## config.mk

```make
export PLATFORM = sky130hd
export DESIGN_NAME = hazard_scoreboard
export DESIGN_NICKNAME = d
export VERILOG_FILES = /design/src/rtl/hazard_pkg.sv /design/src/rtl/hazard_scoreboard_sat_counter.sv /design/src/rtl/hazard_scoreboard.sv
export SDC_FILE = /design/constraint.sdc
export NUM_CORES = 1
export LEC_CHECK = 0
export CAP_MARGIN = 15
export CORE_ASPECT_RATIO = 1.75
export CORE_MARGIN = 5
export CORE_UTILIZATION = 45
export CTS_BUF_LIST = sky130_fd_sc_hd__clkbuf_2
export CTS_CLUSTER_DIAMETER = 30
export DETAILED_ROUTE_END_ITERATION = 12
export PLACE_DENSITY = 0.74
export SLEW_MARGIN = 10
export SYNTH_ARGS = -nofsm -noshare
export SYNTH_HDL_FRONTEND = slang
export SYNTH_SLANG_ARGS = --single-unit
export TNS_END_PERCENT = 30
```

## constraint.sdc

```tcl
create_clock -name clock -period 2.8 [get_ports clock]
set_input_delay 0.56 -clock clock [delete_from_list [all_inputs] [get_ports clock]]
set_output_delay 0.56 -clock clock [all_outputs]
set_load 0.005 [all_outputs]
```

## src/rtl/hazard_pkg.sv

```systemverilog
// ============================================================================
// Module  : hazard_pkg
// Purpose : Shared types, defaults and helpers for the hazard scoreboard.
// Revision: 1.0 - initial release
// ============================================================================
`default_nettype none

package hazard_pkg;

  // Default register specifier width (rd/rs/rt).
  localparam int REG_ADDR_W_DEF = 6;

  // Widest counter the saturating helper supports.
  localparam int CNT_W_MAX = 32;

  // Scoreboard entry shape at the default register width. The top module
  // re-declares the same shape at its own REG_ADDR_W.
  typedef struct packed {
    logic                      v;
    logic [REG_ADDR_W_DEF-1:0] rd;
  } sb_entry_t;

  // Increment that sticks at max_val instead of wrapping.
  function automatic logic [CNT_W_MAX-1:0] sat_inc(
    input logic [CNT_W_MAX-1:0] val,
    input logic [CNT_W_MAX-1:0] max_val
  );
    return (val == max_val) ? val : (val + 32'd1);
  endfunction

endpackage : hazard_pkg

`default_nettype wire

```

## src/rtl/hazard_scoreboard_sat_counter.sv

```systemverilog
// ============================================================================
// Module  : sat_counter
// Purpose : Saturating event counter; holds at all-ones, never wraps.
// Revision: 1.0 - initial release
// ============================================================================
`default_nettype none

module sat_counter
  import hazard_pkg::*;
#(
  parameter int CNT_W = 16
) (
  input  logic             clock,
  input  logic             reset_n,
  input  logic             inc,
  output logic [CNT_W-1:0] count
);

  // All-ones at CNT_W, zero-extended to the helper width.
  localparam logic [CNT_W_MAX-1:0] MAX_VAL = CNT_W_MAX'({CNT_W{1'b1}});

  // Count one per cycle with inc high, clamped at MAX_VAL.
  always_ff @(posedge clock or negedge reset_n) begin
    if (!reset_n) begin
      count <= '0;
    end else if (inc) begin
      count <= CNT_W'(sat_inc(CNT_W_MAX'(count), MAX_VAL));
    end
  end

endmodule : sat_counter

`default_nettype wire

```

## src/rtl/hazard_scoreboard.sv

```systemverilog
// ============================================================================
// Module  : hazard_scoreboard
// Purpose : RAW interlock and branch-flush unit sitting beside the ID stage.
//           Tracks destination registers of in-flight instructions in a
//           DEPTH-entry shift scoreboard (entry 0 youngest, DEPTH-1 is WB).
//           Optional build macro: HAZARD_SCOREBOARD_WB_BYPASS_EN - excludes
//           the WB entry from the hazard compare (write-through regfile).
// Revision: 1.0 - initial release
// ============================================================================
`default_nettype none

module hazard_scoreboard
  import hazard_pkg::*;
#(
  parameter int REG_ADDR_W = REG_ADDR_W_DEF,
  parameter int DEPTH      = 2,
  parameter int CNT_W      = 16
) (
  input  logic                  clock,
  input  logic                  reset_n,
  input  logic                  id_valid,
  input  logic [REG_ADDR_W-1:0] id_rs,
  input  logic [REG_ADDR_W-1:0] id_rt,
  input  logic                  id_rs_used,
  input  logic                  id_rt_used,
  input  logic [REG_ADDR_W-1:0] id_rd,
  input  logic                  id_reg_wrt,
  input  logic                  wb_branch_taken,
  output logic                  stall,
  output logic                  flush,
  output logic                  issue,
  output logic [DEPTH-1:0]      pending_mask,
  output logic [CNT_W-1:0]      stall_cycles,
  output logic [CNT_W-1:0]      flush_count
);

  // Entry shape at this instance's register width.
  typedef struct packed {
    logic                  v;
    logic [REG_ADDR_W-1:0] rd;
  } entry_t;

  // Number of entries (counted from the youngest) that take part in the
  // hazard compare. With a write-through register file the WB entry's value
  // is already visible to ID, so it need not cause a stall.
`ifdef HAZARD_SCOREBOARD_WB_BYPASS_EN
  localparam int CMP_N = DEPTH - 1;
`else
  localparam int CMP_N = DEPTH;
`endif

  entry_t sb [DEPTH];
  logic   hit;

  // RAW hazard: any compared, valid entry whose rd matches a source that the
  // ID instruction actually reads. Register 0 is an ordinary register here.
  always_comb begin
    hit = 1'b0;
    for (int i = 0; i < CMP_N; i++) begin
      if (sb[i].v &&
          ((id_rs_used && (sb[i].rd == id_rs)) ||
           (id_rt_used && (sb[i].rd == id_rt)))) begin
        hit = 1'b1;
      end
    end
  end

  // A taken branch in WB overrides any hazard: the ID instruction is being
  // squashed anyway, so stalling it would only waste a cycle.
  always_comb begin
    flush = wb_branch_taken;
    stall = id_valid & hit & ~wb_branch_taken;
    issue = id_valid & ~stall & ~flush;
  end

  // Scoreboard shift. Stalls do not freeze it: bubbles keep shifting in so a
  // hazard always clears within DEPTH cycles. On a flush every younger entry
  // is squashed; the branch itself sits in the last entry and retires on
  // this edge, so its link write still completes.
  always_ff @(posedge clock or negedge reset_n) begin
    if (!reset_n) begin
      for (int i = 0; i < DEPTH; i++) begin
        sb[i] <= '0;
      end
    end else begin
      sb[0].v  <= issue & id_reg_wrt;
      sb[0].rd <= id_rd;
      for (int i = 1; i < DEPTH; i++) begin
        sb[i].v  <= sb[i-1].v & ~flush;
        sb[i].rd <= sb[i-1].rd;
      end
    end
  end

  // Expose entry valid bits; bit 0 is the youngest.
  for (genvar g = 0; g < DEPTH; g++) begin : g_mask
    assign pending_mask[g] = sb[g].v;
  end

  // Performance counter: cycles spent stalled.
  sat_counter #(
    .CNT_W (CNT_W)
  ) u_stall_cnt (
    .clock   (clock),
    .reset_n (reset_n),
    .inc     (stall),
    .count   (stall_cycles)
  );

  // Performance counter: flush events.
  sat_counter #(
    .CNT_W (CNT_W)
  ) u_flush_cnt (
    .clock   (clock),
    .reset_n (reset_n),
    .inc     (flush),
    .count   (flush_count)
  );

endmodule : hazard_scoreboard

`default_nettype wire
```

* Word level (Yosys, flattened, before mapping) *
Index checks and enable logic that the tools add are counted.
Widths: inputs -> output; s select.

word-level totals
  output and inout bits = 37
  logic and storage cells = 36
  flip-flop bits (word level) = 46
  bits of input ports = 25

cells by class
  equal/unequal tests = 6
  bitwise operators = 10
  multiplexer cells = 2
  add/subtract/negate cells = 2
  reductions and logical operators = 10

operator list
  cell                   number
  $add 16x1->16 const B  2
  $eq 16x16->1 const B   2
  $eq 6x6->1             4
  $and 1x1->1            6
  $logic_and 1x1->1      6
  $not 1->1              4
  $reduce_and 2->1       2
  $logic_or 1x1->1       2
  $mux 1                 2

* Logic depth before layout (Yosys ltp) *
Gate-level depths: netlist of the first run.

  depth after elaboration = 12
  mapped depth = 7
  mapped depth without buffers = 7

* Modules after synthesis *
A second synthesis of the first run with hierarchy kept.

second synthesis, totals
  cells, all modules = 194
  area total of the unflattened synthesis = 2288.4 sq um

by module, submodules not included
  module             area an instance (sq um)  times used  cells an instance  sequential area each (sq um)
  sat_counter        800.8                     2           69                 400.4
  hazard_scoreboard  686.9                     1           56                 350.3

* Worst setup path before layout of the first run *
OpenSTA, ideal clock, no wires.

  kind = input-to-output
  start point = input id_rt[3]
  end point = output stall
  path buffers = 1
  data required time = 2.240 ns
  stages on the path = 5
  data arrival time = 1.426 ns
  path slack = 0.814 ns
  cells stage by stage = xnor2_1 nand4_1 o22a_1 o22ai_4 buf_4

on the way
  word-level cells in the longest chain between the ends = 8
  elaborated cells on any way between the ends = 12
  those cells by class = 2 x eq/ne; 2 x mux; 2 x bitwise; 6 x reduce/logical

RTL lines
  element                      line                     source
  start: declaration           hazard_scoreboard.sv:23  input logic [REG_ADDR_W-1:0] id_rt,
  $eq 6x6->1                   hazard_scoreboard.sv:62  (id_rt_used && (sb[i].rd == id_rt)))) begin
  $logic_and 1x1->1            hazard_scoreboard.sv:62
  $logic_or 1x1->1             hazard_scoreboard.sv:61  ((id_rs_used && (sb[i].rd == id_rs)) ||
  $logic_and 1x1->1            hazard_scoreboard.sv:60  if (sb[i].v &&
  $mux 1                       hazard_scoreboard.sv:60
  $mux 1 *                     hazard_scoreboard.sv:60
  $and 1x1->1 * (2 in series)  hazard_scoreboard.sv:72  stall = id_valid & hit & ~wb_branch_taken;
  end: declaration             hazard_scoreboard.sv:29  output logic stall,

Mark *: on every way between the ends. The rest lies on a longest branch, timed or not.

* Final worst setup path of the first run *
Ends and elaborated chain as after synthesis.

==> metrics.yaml, run 1 <==
clocking:
  clk_latency_ns: 0.40
  cts_buffers: 5
  ctsHtreeMaxLevel: 2
  max-clock-path-buffers: 2
  cts_hold_buf: 0
  cts_root_buffer: "clkbuf_2"
  clk_pin_slew_ns: 0.23
  cts_tree: "built"
  cts.sinks: 46
floorplanning:
  initial_core_util_pct: 46.3
  die_h_um: 102
  die_area_mm2: 0.00639
  core_mm2: 0.00471
  die_w_um: 62.6
  row_count: 33
  boundaryPins: 62
setup_path:
  cp-end-kind: "primary output"
  r2r_cells: 8
  required_ns: 2.24
  cp_max_fo: 2
  critPathKind: "in2out"
  startpoint: "id_rt[3]"
  startpoint_type: "primary input"
  cp.arrival_ns: 2.16
  r2r_slack_ns: 0.74
  r2r-end: "u_stall_cnt.count[1]"
  reg2reg_from: "sb[10]"
synth:
  synthMostInstantiatedCell: "xnor2_1"
  syn_inst: 189
  ys_async_sr_fraction_pct: 100
  syn_avg_cell_area_um2: 11.5
  synth_nets: 216
  synth_top_family_by_area: "XOR/XNOR gates"
  synthDistinctLibCells: 24
  synth_top_area_cell: "dfrtp_1"
  synthesis.area_mm2: 0.00218
  ys_ff_latch: 46
  synth-edff-count: 0
  netlist_top_cells_count: "51 x xnor2_1, 46 x dfrtp_1, 17 x nand4_1, 15 x nand3_1, 13 x nand2_1"
  yosysTopAreaCellShare_pct: 52.8
  synth_compound_area_share_pct: 3.10
  synth_mux_area_share_pct: 1.03
  yosysWarnings: 0
  synth_xor_xnor_area_share_pct: 21.3
  synth-simple-area-share_pct: 18.0
  ys.flop_type: "dfrtp_1"
  ys_seq_area_share_pct: 52.8
  synthAdderAreaFrac_pct: 1.15
  synthTopCellsByArea: "dfrtp_1 53%, xnor2_1 21%, nand4_1 4.9%"
routing:
  wl_met3_um: 216
  drc_errors: 0
  via_per_inst: 5.24
  wl_um: 4690
  topRoutingLayerUsed: "met4"
  antenna_left: 0
  via_count: 1624
  first_pass_iters: 3
  drtIter0Drc: 50
  wl_per_cell_um: 15.1
  drt-met1-wl_um: 1810
  dr_wl_met2_um: 2550
power_and_ir_drop:
  leakage_nw: 1.23
  peakVddDrop_mv: 0.436
  power.density_mw_per_mm2: 467
  power_mw: 1.35
global_route:
  grt_max_degree: 25
  grt_pass1_vias: 1756
  gr-total-overflow: 0
  grt_pass1_wl_um: 8130
  grt_usage_pct: 16.0
  antenna_found_initial: 0
final_layout:
  multi_input_area_um2: 971
  antenna_cells: 0
  stdcell_count: 310
  drive_gt1_share_pct: 7.75
  syn_to_final_growth_pct: 32.9
  fin_util_pct: 61.5
  fillers: 405
  fin_nets: 284
  seqCellArea_mm2: 0.00115
placement:
  gp_congestion: 0.774
  portBuffers: 61
  place_ws_ns: -0.129
  dp_hpwl_um: 3640
  dp.cells: 300
min_path:
  hp-class: "in2async"
timing:
  final.period_utilization_pct: 97.2
  skew_ns: 0.0195
  setup_ws_ns: 0.0790
  fmax_mhz: 368
  tightest_slew_ns: 0.545
  fin_crit_ns: 2.72
  slew_violations: 0
  rsz0062_at_grt: "false"
  slew_headroom_pct: 63.7
  fin_tns_setup_ns: 0
  hold_violations: 0
  setup_violations: 0
job:
  maxCapViolations: 0
status:
  status: "finished clean"
-- layout by cell type, fill, tap and decap left out, drive strengths merged --
| cell type | instances |
|---|---|
| clkdlybuf4s50 | 54 |
| nand3b | 1 |
| o31a | 1 |
| o22ai | 1 |
| and2 | 2 |
| nand2 | 13 |
| mux2 | 2 |
| inv | 4 |
| dlygate4sd2 | 1 |
| or3b | 1 |
| xnor2 | 51 |
| nand3 | 15 |
| o22a | 2 |
| o221a | 1 |
| dfrtp | 46 |
| nor2 | 6 |
| a21oi | 2 |
| dlymetal6s2s | 5 |
| xor2 | 2 |
| clkbuf | 6 |
| ha | 2 |
| buf | 6 |
| clkinv | 2 |
| and3 | 12 |
| nand4 | 18 |
| nor2b | 2 |
-- critical path, cell delays in order --
cell             delay [ns]
clkdlybuf4s50_1        0.51
xnor2_1                0.15
nand4_1                0.12
o22a_1                 0.23
buf_4                  0.15
o22ai_4                0.18
dlygate4sd2_1          0.26
-- worst max path at each step --
| stage | to |
|---|---|
| after CTS | issue |
| after global routing | stall |
| after floorplan | stall |
| final | stall |
| after detailed placement | stall |
| after global placement | stall |
-- stage by stage --
stage / hold slack [ns] / cell area (um^2)
5_1_grt: 0.0648 / 2900
3_5_place_dp: 0.427 / 2830
3_3_place_gp: 0.424 / 2830
2_1_floorplan: 0.264 / 2180
6_report: 0.0920 / 2900
4_1_cts: 0.0850 / 2870
-- final cells by class --
cell class              count  share of cell area (%)
flip-flops and latches     46                    39.8
multi-input cells         134                    33.5
repair buffers             66                    22.6
well taps                  52                    2.25
clock buffers               6                    1.04
inverters                   4                   0.519
clock inverters             2                   0.303
-- layer usage --
metal | track usage, % | vias to the layer above
met5 | 0 | -
met4 | 6.54 | 0
met3 | 4.73 | 9
met2 | 29.8 | 35
met1 | 16.6 | 792
li1 | - | 788
-- power breakdown --
part	internal, mW	leakage, nW	switching (mW)	total (mW)
registers	0.724	0.602	0.0686	0.793
clock network	0.0615	0.0304	0.206	0.268
logic	0.191	0.599	0.101	0.292
-- registers in the layout, indices dropped and copies added, names as in the netlist --
register / flops
u_flush_cnt.count: 16
sb: 12
u_stall_cnt.count: 16
pending_mask: 2
-- logic make-up (layout without fill, tap and decap cells) --
| family | after synthesis | count (layout) |
|---|---|---|
| mux | 2 | 2 |
| xor+xnor | 53 | 53 |
| compound gates | 7 | 7 |
| fa+ha+maj | 2 | 2 |
| flops | 46 | 46 |
| simple gates | 70 | 70 |
| buf+inv | 9 | 78 |
-- timing repair --
item,CTS,global route
setup buffers,0,2
pin swaps,0,3
gates resized for setup,1,5
endpoints found under the setup margin,2,1
Power figures use the tool's default switching activity.
==> run 2, diff against run 1 <==
CORE_MARGIN = default   (was 5)
CORE_UTILIZATION = 49   (was 45)
PLACE_DENSITY = 0.8   (was 0.74)
clock period = 2.9 ns   (was 2.8 ns; I/O delays follow)
==> run 2 against run 1 <==
Cell area is 0.73% higher. Non-clock buffer count is 1 lower. Critical path depth is 2 lower. Combinational power is 5% lower. Via count is 1.2% lower. Core utilization is 8.1 points higher. Global-route usage is 5.2 points higher. Worst hold slack better by 0.22 ns. Clock power is 31% higher. Sequential share of layout area is 0.29 points lower. Critical path type is now reg2out.
==> metrics.yaml, run 2 (synthesis gave the netlist of run 1 again) <==
status:
  status: "finished clean"
final_layout:
  multi_input_area_um2: 978
  syn_to_final_growth_pct: 33.9
  final_common_cell: "xnor2_1"
  seqCellArea_mm2: 0.00115
  reg.largest.list: "u_flush_cnt.count: 16 flops, u_stall_cnt.count: 16 flops, sb: 12 flops"
  final_cell_mix: "50 x xnor2_1, 47 x clkdlybuf4s50_1, 46 x dfrtp_1, 17 x nand4_1, 15 x nand3_1"
  antenna_cells: 0
  drive_gt1_share_pct: 8.17
  fillers: 323
  fin_nets: 283
clocking:
  ctsHtreeMaxLevel: 2
  max-clock-path-buffers: 2
  cts_root_buffer: "clkbuf_2"
  clk_latency_ns: 0.40
  clk_pin_slew_ns: 0.22
  cts.sinks: 46
  cts_tree: "built"
  cts_buffers: 5
timing:
  hold_violations: 0
  slew_violations: 0
  rsz0062_at_grt: "false"
  skew_ns: 0.0151
  hold_slack_ns: 0.308
  slew_headroom_pct: 34.4
  setup_violations: 0
  fmax_mhz: 367
  fin_crit_ns: 2.72
  tightest_slew_ns: 0.985
  final.period_utilization_pct: 93.9
routing:
  drtIter0Drc: 20
  drc_errors: 0
  via_count: 1604
  via_per_inst: 5.24
  first_pass_iters: 6
  wl_um: 4540
  wl_per_cell_um: 14.8
  antenna_left: 0
power_and_ir_drop:
  power_mw: 1.40
  pwr-share-comb_pct: 19.9
  sw_frac_of_total_pct: 26.0
  clkPwrFrac_pct: 25.1
  power_switching_mw: 0.363
  power.density_mw_per_mm2: 479
  p_int_mw: 1.03
  peakVddDrop_mv: 0.540
  seqPwrFrac_pct: 55.0
  leakage_nw: 1.27
setup_path:
  r2r_cells: 8
  r2r_slack_ns: 0.86
  critPathKind: "reg2out"
  startpoint_type: "register"
  path_cells: "xnor2_1, nand4_1, o22a_1, o221a_2, clkdlybuf4s50_1"
  cp_top_family: "compound AO/OA/AOI/OAI gates"
  reg2reg_from: "sb[11]"
  r2r-end: "u_stall_cnt.count[1]"
  crit_buf_inv: 1
  cpMaxStageDelayCell: "dfrtp_1"
  cp.arrival_ns: 2.14
  required_ns: 2.32
  cp-end-kind: "primary output"
  cp_max_fo: 3
  cp_slowest_stage_delay_ns: 0.46
floorplanning:
  die_area_mm2: 0.00473
  die_h_um: 90.2
  row_count: 31
  initial_core_util_pct: 52.0
  die_w_um: 52.4
  boundaryPins: 62
  core_mm2: 0.00419
global_route:
  antenna_found_initial: 0
  grt_max_degree: 47
  grt_pass1_vias: 1640
  gr-total-overflow: 0
  grt_usage_pct: 21.2
  grt_pass1_wl_um: 7430
placement:
  dp_hpwl_um: 3320
  portBuffers: 61
  gp_congestion: 0.779
job:
  maxCapViolations: 0
min_path:
  hp-class: "in2async"
[run 2: layer usage]
layer	part of all wire, %	track usage, %	vias to the layer above
li1	-	-	782
met1	40	23.9	774
met2	53	37.0	44
met3	5.5	5.25	4
met4	1.1	7.24	0
met5	0	0	-
[run 2: area by class of cell]
type | count | area share (%)
Sequential cell | 46 | 39.5
Timing Repair Buffer | 65 | 22.1
Clock buffer | 7 | 1.20
Inverter | 4 | 0.515
Clock inverter | 1 | 1.03
Multi-Input combinational cell | 134 | 33.5
Tap cell | 49 | 2.10
[run 2: worst max path at each step]
stage          startpoint    end  slack (ns)  cells past startpoint
2_1_floorplan    id_rt[3]  stall        0.87                      5
3_3_place_gp     id_rt[0]  stall       -0.05                      6
3_5_place_dp     id_rt[2]  stall       -0.06                      6
4_1_cts          id_rt[1]  issue       -0.01                      6
5_1_grt            sb[11]  issue        0.05                      5
6_report           sb[11]  issue        0.18                      5
[run 2: power groups by stage]
stage,registers (mW),logic [mW],clock network [mW]
global route,0.780,0.301,0.384
global placement,0.775,0.279,0
finish,0.767,0.277,0.351
floorplan,0.770,0.115,0
CTS,0.770,0.282,0.358
detailed placement,0.779,0.281,0
[run 2: metrics by stage]
step	setup WS (ns)	cell area, um^2	cells	utilization, %	TNS (ns)
after floorplan	0.874	2180	189	-	0
after global placement	-0.0485	2820	296	67.3	-0.0764
after detailed placement	-0.0553	2820	296	67.3	-0.0972
after CTS	-0.0126	2880	304	68.8	-0.0126
after global routing	0.0548	2920	306	69.6	0
final	0.177	2920	306	69.6	0
[run 2: timing repair]
action                     in CTS  in global routing
hold buffers                    0                  0
resized for setup               7                  7
setup endpoints to repair       2                  1
setup buffers                   0                  2
pin swaps                       2                  4
==> run 3, diff against run 2 <==
CTS_CLUSTER_SIZE = 20   (was default)
==> results of run 3 <==
No change in the layout: final DEF, timing and power equal those of run 2.
